**config.mk**
```make
export PLATFORM = sky130hd
export DESIGN_NAME = poly_mau_seq
export DESIGN_NICKNAME = d
export VERILOG_FILES = /design/src/rtl/poly_pkg.sv /design/src/rtl/poly_seq_dline.sv /design/src/rtl/poly_mau_seq.sv
export SDC_FILE = /design/constraint.sdc
export NUM_CORES = 1
export LEC_CHECK = 0
export CORE_MARGIN = 3
export CORE_UTILIZATION = 47
export CTS_BUF_LIST = sky130_fd_sc_hd__clkbuf_16
export DETAILED_ROUTE_END_ITERATION = 6
export MAX_ROUTING_LAYER = met4
export PLACE_DENSITY_LB_ADDON = 0.2
export SYNTH_ARGS = -nofsm -noshare
export SYNTH_HDL_FRONTEND = slang
export SYNTH_SLANG_ARGS = --single-unit
```
**constraint.sdc**
```tcl
create_clock -name clk -period 1.8 [get_ports clk]
set_input_delay 0.36 -clock clk [delete_from_list [all_inputs] [get_ports clk]]
set_output_delay 0.36 -clock clk [all_outputs]
set_load 0.01 [all_outputs]
```
**src/rtl/poly_pkg.sv**
```systemverilog
// Shared definitions for the polynomial MAU sequencer: ALU mode codes,
// compress/decompose encodings and the sequencer FSM state type.
package poly_pkg;

    typedef enum logic [3:0] {
        ALU_NTT256  = 4'd0,
        ALU_NTT512  = 4'd1,
        ALU_INTT256 = 4'd2,
        ALU_INTT512 = 4'd3,
        ALU_PWM     = 4'd4,
        ALU_PWM2    = 4'd5,
        ALU_PSUB    = 4'd6,
        ALU_PADD    = 4'd7,
        ALU_P2R     = 4'd8,
        ALU_DECPS   = 4'd9,
        ALU_MKHT    = 4'd10,
        ALU_USHT    = 4'd11,
        ALU_DECSS   = 4'd12,
        ALU_CSS     = 4'd13
    } alu_mode_e;

    localparam logic [1:0] CMP_NONE       = 2'b00;
    localparam logic [1:0] CMP_COMPRESS   = 2'b01;
    localparam logic [1:0] CMP_DECOMPRESS = 2'b11;

    localparam logic [1:0] DCP_NONE = 2'b00;
    localparam logic [1:0] DCP_Q44  = 2'b01;
    localparam logic [1:0] DCP_Q16  = 2'b11;

    typedef enum logic [1:0] {
        ST_IDLE  = 2'd0,
        ST_ISSUE = 2'd1,
        ST_DRAIN = 2'd2,
        ST_DONE  = 2'd3
    } seq_state_e;

endpackage

```
**src/rtl/poly_seq_dline.sv**
```systemverilog
// {valid, addr} delay line of DEPTH stages. Flush kills every valid bit on
// the next edge; addresses keep shifting since they are meaningless when
// invalid.
module poly_seq_dline #(
    parameter int DEPTH = 4,
    parameter int AW    = 8
) (
    input  logic          clk,
    input  logic          rst_n,
    input  logic          flush,
    input  logic          in_valid,
    input  logic [AW-1:0] in_addr,
    output logic          out_valid,
    output logic [AW-1:0] out_addr
);

    logic          v_chain [DEPTH+1];
    logic [AW-1:0] a_chain [DEPTH+1];

    assign v_chain[0] = in_valid;
    assign a_chain[0] = in_addr;

    genvar gi;
    generate
        for (gi = 0; gi < DEPTH; gi++) begin : g_stage
            logic          valid_q;
            logic          valid_d;
            logic [AW-1:0] addr_q;
            logic [AW-1:0] addr_d;

            // next value of this stage: previous stage, or invalid on flush
            always_comb begin
                valid_d = flush ? 1'b0 : v_chain[gi];
                addr_d  = a_chain[gi];
            end

            // stage register
            always_ff @(posedge clk or negedge rst_n) begin
                if (!rst_n) begin
                    valid_q <= 1'b0;
                    addr_q  <= '0;
                end else begin
                    valid_q <= valid_d;
                    addr_q  <= addr_d;
                end
            end

            assign v_chain[gi+1] = valid_q;
            assign a_chain[gi+1] = addr_q;
        end
    endgenerate

    assign out_valid = v_chain[DEPTH];
    assign out_addr  = a_chain[DEPTH];

endmodule

```
**src/rtl/poly_mau_seq.sv**
```systemverilog
// Streams one polynomial from coefficient RAM through the MAU and back.
// Reads are issued from the ISSUE state, aligned to the 1-cycle RAM read,
// then carried through a MAU_LAT-deep delay line whose tail is the write
// strobe. The FSM only waits for the write count to reach N.
module poly_mau_seq
    import poly_pkg::*;
#(
    parameter int N       = 256,
    parameter int AW      = 8,
    parameter int MAU_LAT = 4
) (
    input  logic          clk,
    input  logic          rst_n,
    input  logic          start,
    input  logic          cfg_kd_sel,
    input  logic [3:0]    cfg_alu_mode,
    input  logic [1:0]    cfg_compress,
    input  logic [1:0]    cfg_decompose,
    input  logic          stall,
    input  logic          abort,
    output logic          busy,
    output logic          done,
    output logic          rd_en,
    output logic [AW-1:0] rd_addr,
    output logic          mau_enable,
    output logic          mau_kd_sel,
    output logic [3:0]    mau_alu_mode,
    output logic [1:0]    mau_compress,
    output logic [1:0]    mau_decompose,
    output logic          wr_en,
    output logic [AW-1:0] wr_addr
);

    localparam logic [AW:0] CNT_LAST = (AW+1)'(N - 1);

    seq_state_e    state_q, state_d;
    logic [AW:0]   ic_q, ic_d;
    logic [AW:0]   wc_q, wc_d;
    logic          kd_q, kd_d;
    logic [3:0]    alu_q, alu_d;
    logic [1:0]    cmp_q, cmp_d;
    logic [1:0]    dcp_q, dcp_d;
    logic          busy_q, busy_d;
    logic          done_q, done_d;
    logic [AW-1:0] mau_addr;

    // a read goes out every non-stalled ISSUE cycle; stall withholds it in the same cycle
    assign rd_en   = (state_q == ST_ISSUE) && !stall;
    assign rd_addr = ic_q[AW-1:0];

    // align address with the 1-cycle RAM read so mau_enable marks valid data
    poly_seq_dline #(.DEPTH(1), .AW(AW)) u_rd_align (
        .clk       (clk),
        .rst_n     (rst_n),
        .flush     (abort),
        .in_valid  (rd_en),
        .in_addr   (rd_addr),
        .out_valid (mau_enable),
        .out_addr  (mau_addr)
    );

    // in-flight tracking across the MAU pipeline; the tail is the write-back
    poly_seq_dline #(.DEPTH(MAU_LAT), .AW(AW)) u_mau_lat (
        .clk       (clk),
        .rst_n     (rst_n),
        .flush     (abort),
        .in_valid  (mau_enable),
        .in_addr   (mau_addr),
        .out_valid (wr_en),
        .out_addr  (wr_addr)
    );

    // next-state, counter and config-latch logic; abort overrides everything
    always_comb begin
        state_d = state_q;
        ic_d    = ic_q;
        wc_d    = wc_q;
        kd_d    = kd_q;
        alu_d   = alu_q;
        cmp_d   = cmp_q;
        dcp_d   = dcp_q;

        if (wr_en) begin
            wc_d = wc_q + 1'b1;
        end

        case (state_q)
            ST_IDLE: begin
                if (start && !abort) begin
                    kd_d    = cfg_kd_sel;
                    alu_d   = cfg_alu_mode;
                    cmp_d   = cfg_compress;
                    dcp_d   = cfg_decompose;
                    ic_d    = '0;
                    wc_d    = '0;
                    state_d = ST_ISSUE;
                end
            end
            ST_ISSUE: begin
                if (rd_en) begin
                    ic_d = ic_q + 1'b1;
                    if (ic_q == CNT_LAST) begin
                        state_d = ST_DRAIN;
                    end
                end
            end
            ST_DRAIN: begin
                if (wr_en && (wc_q == CNT_LAST)) begin
                    state_d = ST_DONE;
                end
            end
            ST_DONE: begin
                state_d = ST_IDLE;
            end
            default: begin
                state_d = ST_IDLE;
            end
        endcase

        if (abort) begin
            state_d = ST_IDLE;
        end

        busy_d = (state_d == ST_ISSUE) || (state_d == ST_DRAIN);
        done_d = (state_d == ST_DONE);
    end

    // FSM state, counters, latched config and registered status outputs
    always_ff @(posedge clk or negedge rst_n) begin
        if (!rst_n) begin
            state_q <= ST_IDLE;
            ic_q    <= '0;
            wc_q    <= '0;
            kd_q    <= 1'b0;
            alu_q   <= '0;
            cmp_q   <= '0;
            dcp_q   <= '0;
            busy_q  <= 1'b0;
            done_q  <= 1'b0;
        end else begin
            state_q <= state_d;
            ic_q    <= ic_d;
            wc_q    <= wc_d;
            kd_q    <= kd_d;
            alu_q   <= alu_d;
            cmp_q   <= cmp_d;
            dcp_q   <= dcp_d;
            busy_q  <= busy_d;
            done_q  <= done_d;
        end
    end

    assign busy          = busy_q;
    assign done          = done_q;
    assign mau_kd_sel    = kd_q;
    assign mau_alu_mode  = alu_q;
    assign mau_compress  = cmp_q;
    assign mau_decompose = dcp_q;

endmodule

```
# Yosys cells after proc, flatten, opt, wreduce, memory -nomap -nowiden
# Index checks and enable logic that the tools add are counted.
[op_classes]
n_addsub = 2
eq_ne = 10
n_mux = 17
reduce_logical = 10
[ops]
columns = ["operator", "n"]
rows = [
  ["9-bit two-way mux", 5],
  ["9-bit by 1-bit adder with 9-bit output (second input constant)", 2],
  ["9-bit by 8-bit equality test with 1-bit output (second input constant)", 2],
  ["9-bit case mux with 2 select lines", 1],
  ["2-bit two-way mux", 5],
  ["2-bit equality test (second input constant)", 4],
  ["2-bit case mux with 4 select lines", 1],
  ["1-bit two-way mux", 5],
  ["2-bit by 1-bit equality test with 1-bit output (second input constant)", 2],
  ["2-bit != test (second input constant)", 2],
  ["1-bit logical AND", 3],
  ["3-bit AND reduction", 1],
  ["1-bit zero test", 2],
  ["2-bit zero test", 1],
  ["2-bit AND reduction", 1],
  ["2-bit nonzero test", 1],
  ["1-bit logical OR", 1],
]
[word_totals]
register_bits = 76
in_bits = 14
word_cells = 58

# Depth between registers and ports, before layout
[logic_depth]
ltp_word = 7
depth_mapped = 8
mapped_depth_nobuf = 8

# By module
# A second synthesis with hierarchy kept.
[hier_totals]
hier_cells = 199
hier_area_um2 = 2628.8
[by_module_without_submodules]
columns = ["module", "n_inst", "cells_each", "area_per_inst_um2", "seq_area_each_um2"]
rows = [
  ["poly_mau_seq", 1, 149, 1463.9, 775.7],
  ["poly_seq_dline at u_mau_lat", 1, 40, 925.9, 900.9],
  ["poly_seq_dline at u_rd_align", 1, 10, 239.0, 225.2],
]

# Least setup slack after synthesis
# OpenSTA, ideal clock, no wires.
[synth_path]
path_type = "register to register"
start = "register ic_q[0]"
end = "register busy_q, in the netlist busy"
setup_ns = 0.126
arrival_time_ns = 1.677
slack_ns = -0.003
stages_incl_launch_ff = 9
synth_period_minus_slack_ns = 1.803
path_cell_list = "dfrtp_1 ha_1 nand3_1 nor3_1 ha_1 nand2b_1 nand3b_1 a21oi_1 ha_1"
[synth_between]
elab_chain_cells = 7
elab_cells_between_ends = 8
[synth_lines]
columns = ["element", "line", "text"]
rows = [
  ["from (decl)", "poly_mau_seq.sv:37", "logic [AW:0] ic_q, ic_d;"],
  ["from (signal assigned)", "poly_mau_seq.sv:142", "ic_q <= ic_d;"],
  ["9-bit by 8-bit equality test with 1-bit output (*)", "poly_mau_seq.sv:102", "if (ic_q == CNT_LAST) begin"],
  ["2-bit two-way mux (*)", "poly_mau_seq.sv:102", ""],
  ["2-bit two-way mux (*)", "poly_mau_seq.sv:100", "if (rd_en) begin"],
  ["2-bit case mux with 4 select lines (*)", "poly_mau_seq.sv:87", "case (state_q)"],
  ["2-bit two-way mux (*)", "poly_mau_seq.sv:120", "if (abort) begin"],
  ["via state_d[1]", "poly_mau_seq.sv:36", "seq_state_e state_q, state_d;"],
  ["2-bit by 1-bit equality test with 1-bit output / 2-bit equality test (equally long branches)", "poly_mau_seq.sv:124", "busy_d = (state_d == ST_ISSUE) || (state_d == ST_DRAIN);"],
  ["1-bit logical OR (*)", "poly_mau_seq.sv:124", ""],
  ["via busy_d", "poly_mau_seq.sv:43", "logic busy_q, busy_d;"],
  ["to (signal assigned)", "poly_mau_seq.sv:148", "busy_q <= busy_d;"],
  ["to (decl)", "poly_mau_seq.sv:43", ""],
]
# Mark *: on every way through the listed nets, which the timed path passes. The rest lies on a longest branch.
# A chain may end at the register's enable or synchronous reset.

# Final worst setup path
[layout_path]
start = "register ic_q[2]"
end = "output port rd_addr[2]"
[layout_rtl]
columns = ["element", "line", "text"]
rows = [
  ["to (decl)", "poly_mau_seq.sv:24", "output logic [AW-1:0] rd_addr,"],
]
# No word-level cell between the ends.

==> impl_metrics.tcl <==
set metrics [dict create \
    ys_seq_elements 76 \
    worstPathArrival_ns 1.37 \
    cts.sinks 76 \
    grt_max_degree 38 \
    hold_class "register to register" \
    dieArea_um2 6630 \
    io_buffer_count 43 \
    grt_pass1_vias 1696 \
    status "finished, final reports clean" \
    die_h_um 81.4 \
    synthFlopType "dfrtp_1" \
    syn_avg_cell_area_um2 13.0 \
    die_w_um 81.4 \
    synth_mux_area_share_pct 0.749 \
    multi_input_area_um2 683 \
    final-max-slew-violation-count 0 \
    synth_cell_types 34 \
    fillers 390 \
    worstPathCellList "buf_4, clkdlybuf4s50_1" \
    min_from "u_rd_align.out_addr[1]$_DFF_PN0_" \
    synth_xor_area_share_pct 1.31 \
    tightest_slew_ns 0.317 \
    ant_nets 0 \
    place_ws_ns -0.331 \
    grt_overflow_total 0 \
    synth-seq-area-share_pct 71.1 \
    cts.htree.levels 3 \
    rsz0062_at_grt "yes" \
    hold_violations 0 \
    antenna_cells 0 \
    clockBufferDepth 2 \
    synth-simple-area-share_pct 14.6 \
    max_cap_viol_count 0 \
    clk_latency_ns 0.33 \
    worstSetupPathType "register to output pin" \
    reg2regPathDepth 8 \
    fin_ws_ns 0.0699 \
    synthAdderAreaFrac_pct 2.34 \
    register_area_um2 1900 \
    final.period_utilization_pct 96.1 \
    p_per_area_nw_per_um2 1070 \
    routed_wl_mm 4.71 \
    holdPathEnd "u_mau_lat.g_stage[0].addr_q[1]$_DFF_PN0_" \
    setup_violations 0 \
    start_kind "register" \
    slowest_delay_ns 0.54 \
    max-slew-margin-rel_pct 78.9 \
    timing.hold.ws_ns 0.342 \
    wl_per_cell_um 13.7 \
    ir_worst_vdd_mv 0.968 \
    path_clk_slew_ns 0.05 \
    dp_hpwl_mm 3.09 \
    synth_warnings 0 \
    reg2reg_slack_ns 0.07 \
    cts-root-buf "clkbuf_16" \
    r2r_start "ic_q[0]$_DFFE_PN0P_" \
    drc 0 \
    reg2reg_to "busy$_DFF_PN0_" \
    crit_slowest_cell "clkdlybuf4s50_1" \
    required_ns 1.44 \
    rows 26 \
    hold_depth 0 \
    synth_edf_count 0 \
    synth_top_family_by_area "simple AND/OR/NAND/NOR gates" \
    cts_buffers 9 \
    max_freq_mhz 578 \
    postLayoutCellArea_um2 3590 \
    synth_compound_area_share_pct 5.19 \
    cp-end-kind "output pin" \
    crit_fanout 6 \
    core_area_um2 5300 \
    grt_pass1_wl_mm 8.07 \
    vias 1662 \
    ios 44 \
    skew_ns 0.00408 \
    synthesis.area_um2 2670 \
    drive_gt1_share_pct 18.7 \
    postSynthCellCount 205 \
    syn_to_final_growth_pct 34.4 \
    initial_utilization_pct 50.4 \
    synth_nets 224 \
    drt_iter0_markers 128 \
    grt_usage_pct 17.5 \
    p_leak_nw 1.71 \
    place.gp.congestion 0.764 \
    finalNetCount 287 \
    synthArstFlopShare_pct 100 \
    dr.pass1.iters 4 \
    tritoncts "yes" \
    dpl-instance-area_um2 3270 \
    via_per_inst 4.85 \
    fin_crit_ns 1.73 \
    antenna_found_initial 0 \
]
==> cell type report <==
class	count	area share (%)
sequential	76	52.9
multi-input combinational	109	19.0
timing repair buffer	67	17.2
clock buffer	9	6.27
tap	70	2.44
clock inverter	7	1.64
inverter	5	0.522
==> registers in the layout, summed over array words and instances (netlist names) <==
register / flops
busy: 1
done: 1
ic_q: 9
mau_alu_mode: 4
mau_compress: 2
mau_decompose: 2
mau_kd_sel: 1
state_q: 2
u_mau_lat.g_stage.addr_q: 24
u_mau_lat.g_stage.valid_q: 3
u_mau_lat.out_addr: 8
u_mau_lat.out_valid: 1
u_rd_align.out_addr: 8
u_rd_align.out_valid: 1
wc_q: 9
==> Yosys cell counts, types with 2 or more instances <==
| cell | n | share of area [%] |
|---|---|---|
| buf_4 | 8 | 2.2 |
| buf_2 | 3 | 0.56 |
| mux2i_1 | 2 | 0.75 |
| a21oi_1 | 8 | 1.5 |
| nand4_1 | 3 | 0.70 |
| nor2b_1 | 4 | 0.94 |
| nor3_1 | 2 | 0.37 |
| inv_1 | 5 | 0.70 |
| ha_1 | 5 | 2.3 |
| o21ai_0 | 7 | 1.3 |
| clkbuf_1 | 2 | 0.28 |
| nand3_1 | 5 | 0.94 |
| nand4b_1 | 3 | 0.98 |
| or4_4 | 2 | 0.84 |
| nand2_1 | 34 | 4.8 |
| dfrtp_1 | 76 | 71 |
| buf_6 | 2 | 0.84 |
| nor2_1 | 9 | 1.3 |
| or3_1 | 6 | 1.4 |
| a21oi_2 | 2 | 0.66 |
| xor2_1 | 3 | 0.98 |
| nand2b_1 | 2 | 0.47 |
==> critical path: cells and delay by family, from the launching register on <==
kind	cells	cell delay (ns)
DFF	1	0.36
buffers and inverters	2	0.68
==> cells by family (layout without fill, tap and decap cells) <==
| family | Yosys count | after routing |
|---|---|---|
| flip-flops | 76 | 76 |
| AND/OR/NAND/NOR | 75 | 75 |
| AO/OA/AOI/OAI | 23 | 23 |
| buffers and inverters | 20 | 88 |
| adder cells (fa/ha/maj) | 5 | 5 |
| XOR/XNOR | 4 | 4 |
| multiplexers | 2 | 2 |
==> cells in the final DEF, fill, tap and decap left out, types with 2 or more instances in the layout <==
cell type	synthesis	layout
a21oi_1	8	6
a21oi_2	2	4
buf_4	8	23
clkbuf_16	0	9
clkdlybuf4s50_1	0	41
clkinv_1	0	2
clkinv_2	0	2
dfrtp_1	76	76
ha_1	5	4
inv_1	5	6
mux2i_1	2	2
nand2_1	34	34
nand2b_1	2	2
nand3_1	5	4
nand4_1	3	3
nand4b_1	3	3
nor2_1	9	9
nor2b_1	4	4
o21ai_0	7	7
or3_1	6	6
or4_4	2	2
xor2_1	3	3
==> power breakdown <==
part	switching (W)	leakage [nW]	total (W)	internal (W)
Sequential	0.0000355	1.04	0.00183	0.00179
Combinational	0.000156	0.530	0.000330	0.000174
Clock	0.000639	0.141	0.00169	0.00105
==> timing repair <==
item / 4_1_cts / 5_1_grt
pin swaps: 0 / 2
buffers inserted: 0 / 1
setup endpoints to repair: 2 / 2
gates resized for setup: 6 / 4
hold buffers: 1 / 0
endpoints found under the hold margin: 23 / 0
==> how the worst max path moves through the flow <==
stage	start	to	slack, ns
floorplan	ic_q[0]$_DFFE_PN0P_	busy$_DFF_PN0_	0.05
global placement	stall	rd_en	-0.32
detailed placement	stall	rd_en	-0.33
CTS	ic_q[0]$_DFFE_PN0P_	busy$_DFF_PN0_	0.02
global route	ic_q[0]$_DFFE_PN0P_	busy$_DFF_PN0_	-0.04
finish	ic_q[2]$_DFFE_PN0P_	rd_addr[2]	0.07
==> layer usage <==
layer | global-route usage (%) | wire length (um)
met4 | 7.26 | 77
met1 | 22.2 | 2120
met3 | 6.91 | 290
met5 | - | 0
met2 | 25.0 | 2220
==> metrics by stage <==
stage / cells / util, % / TNS (ns) / total power [W]
after detailed placement: 325 / 61.7 / -2.83 / 0.00218
after global placement: 325 / 61.7 / -2.38 / 0.00218
after global routing: 343 / 67.8 / -0.0445 / 0.00401
after floorplan: 205 / - / 0 / 0.00197
final: 343 / 67.8 / 0 / 0.00385
after CTS: 342 / 67.3 / 0 / 0.00389
(Power assumes the default switching activity.)
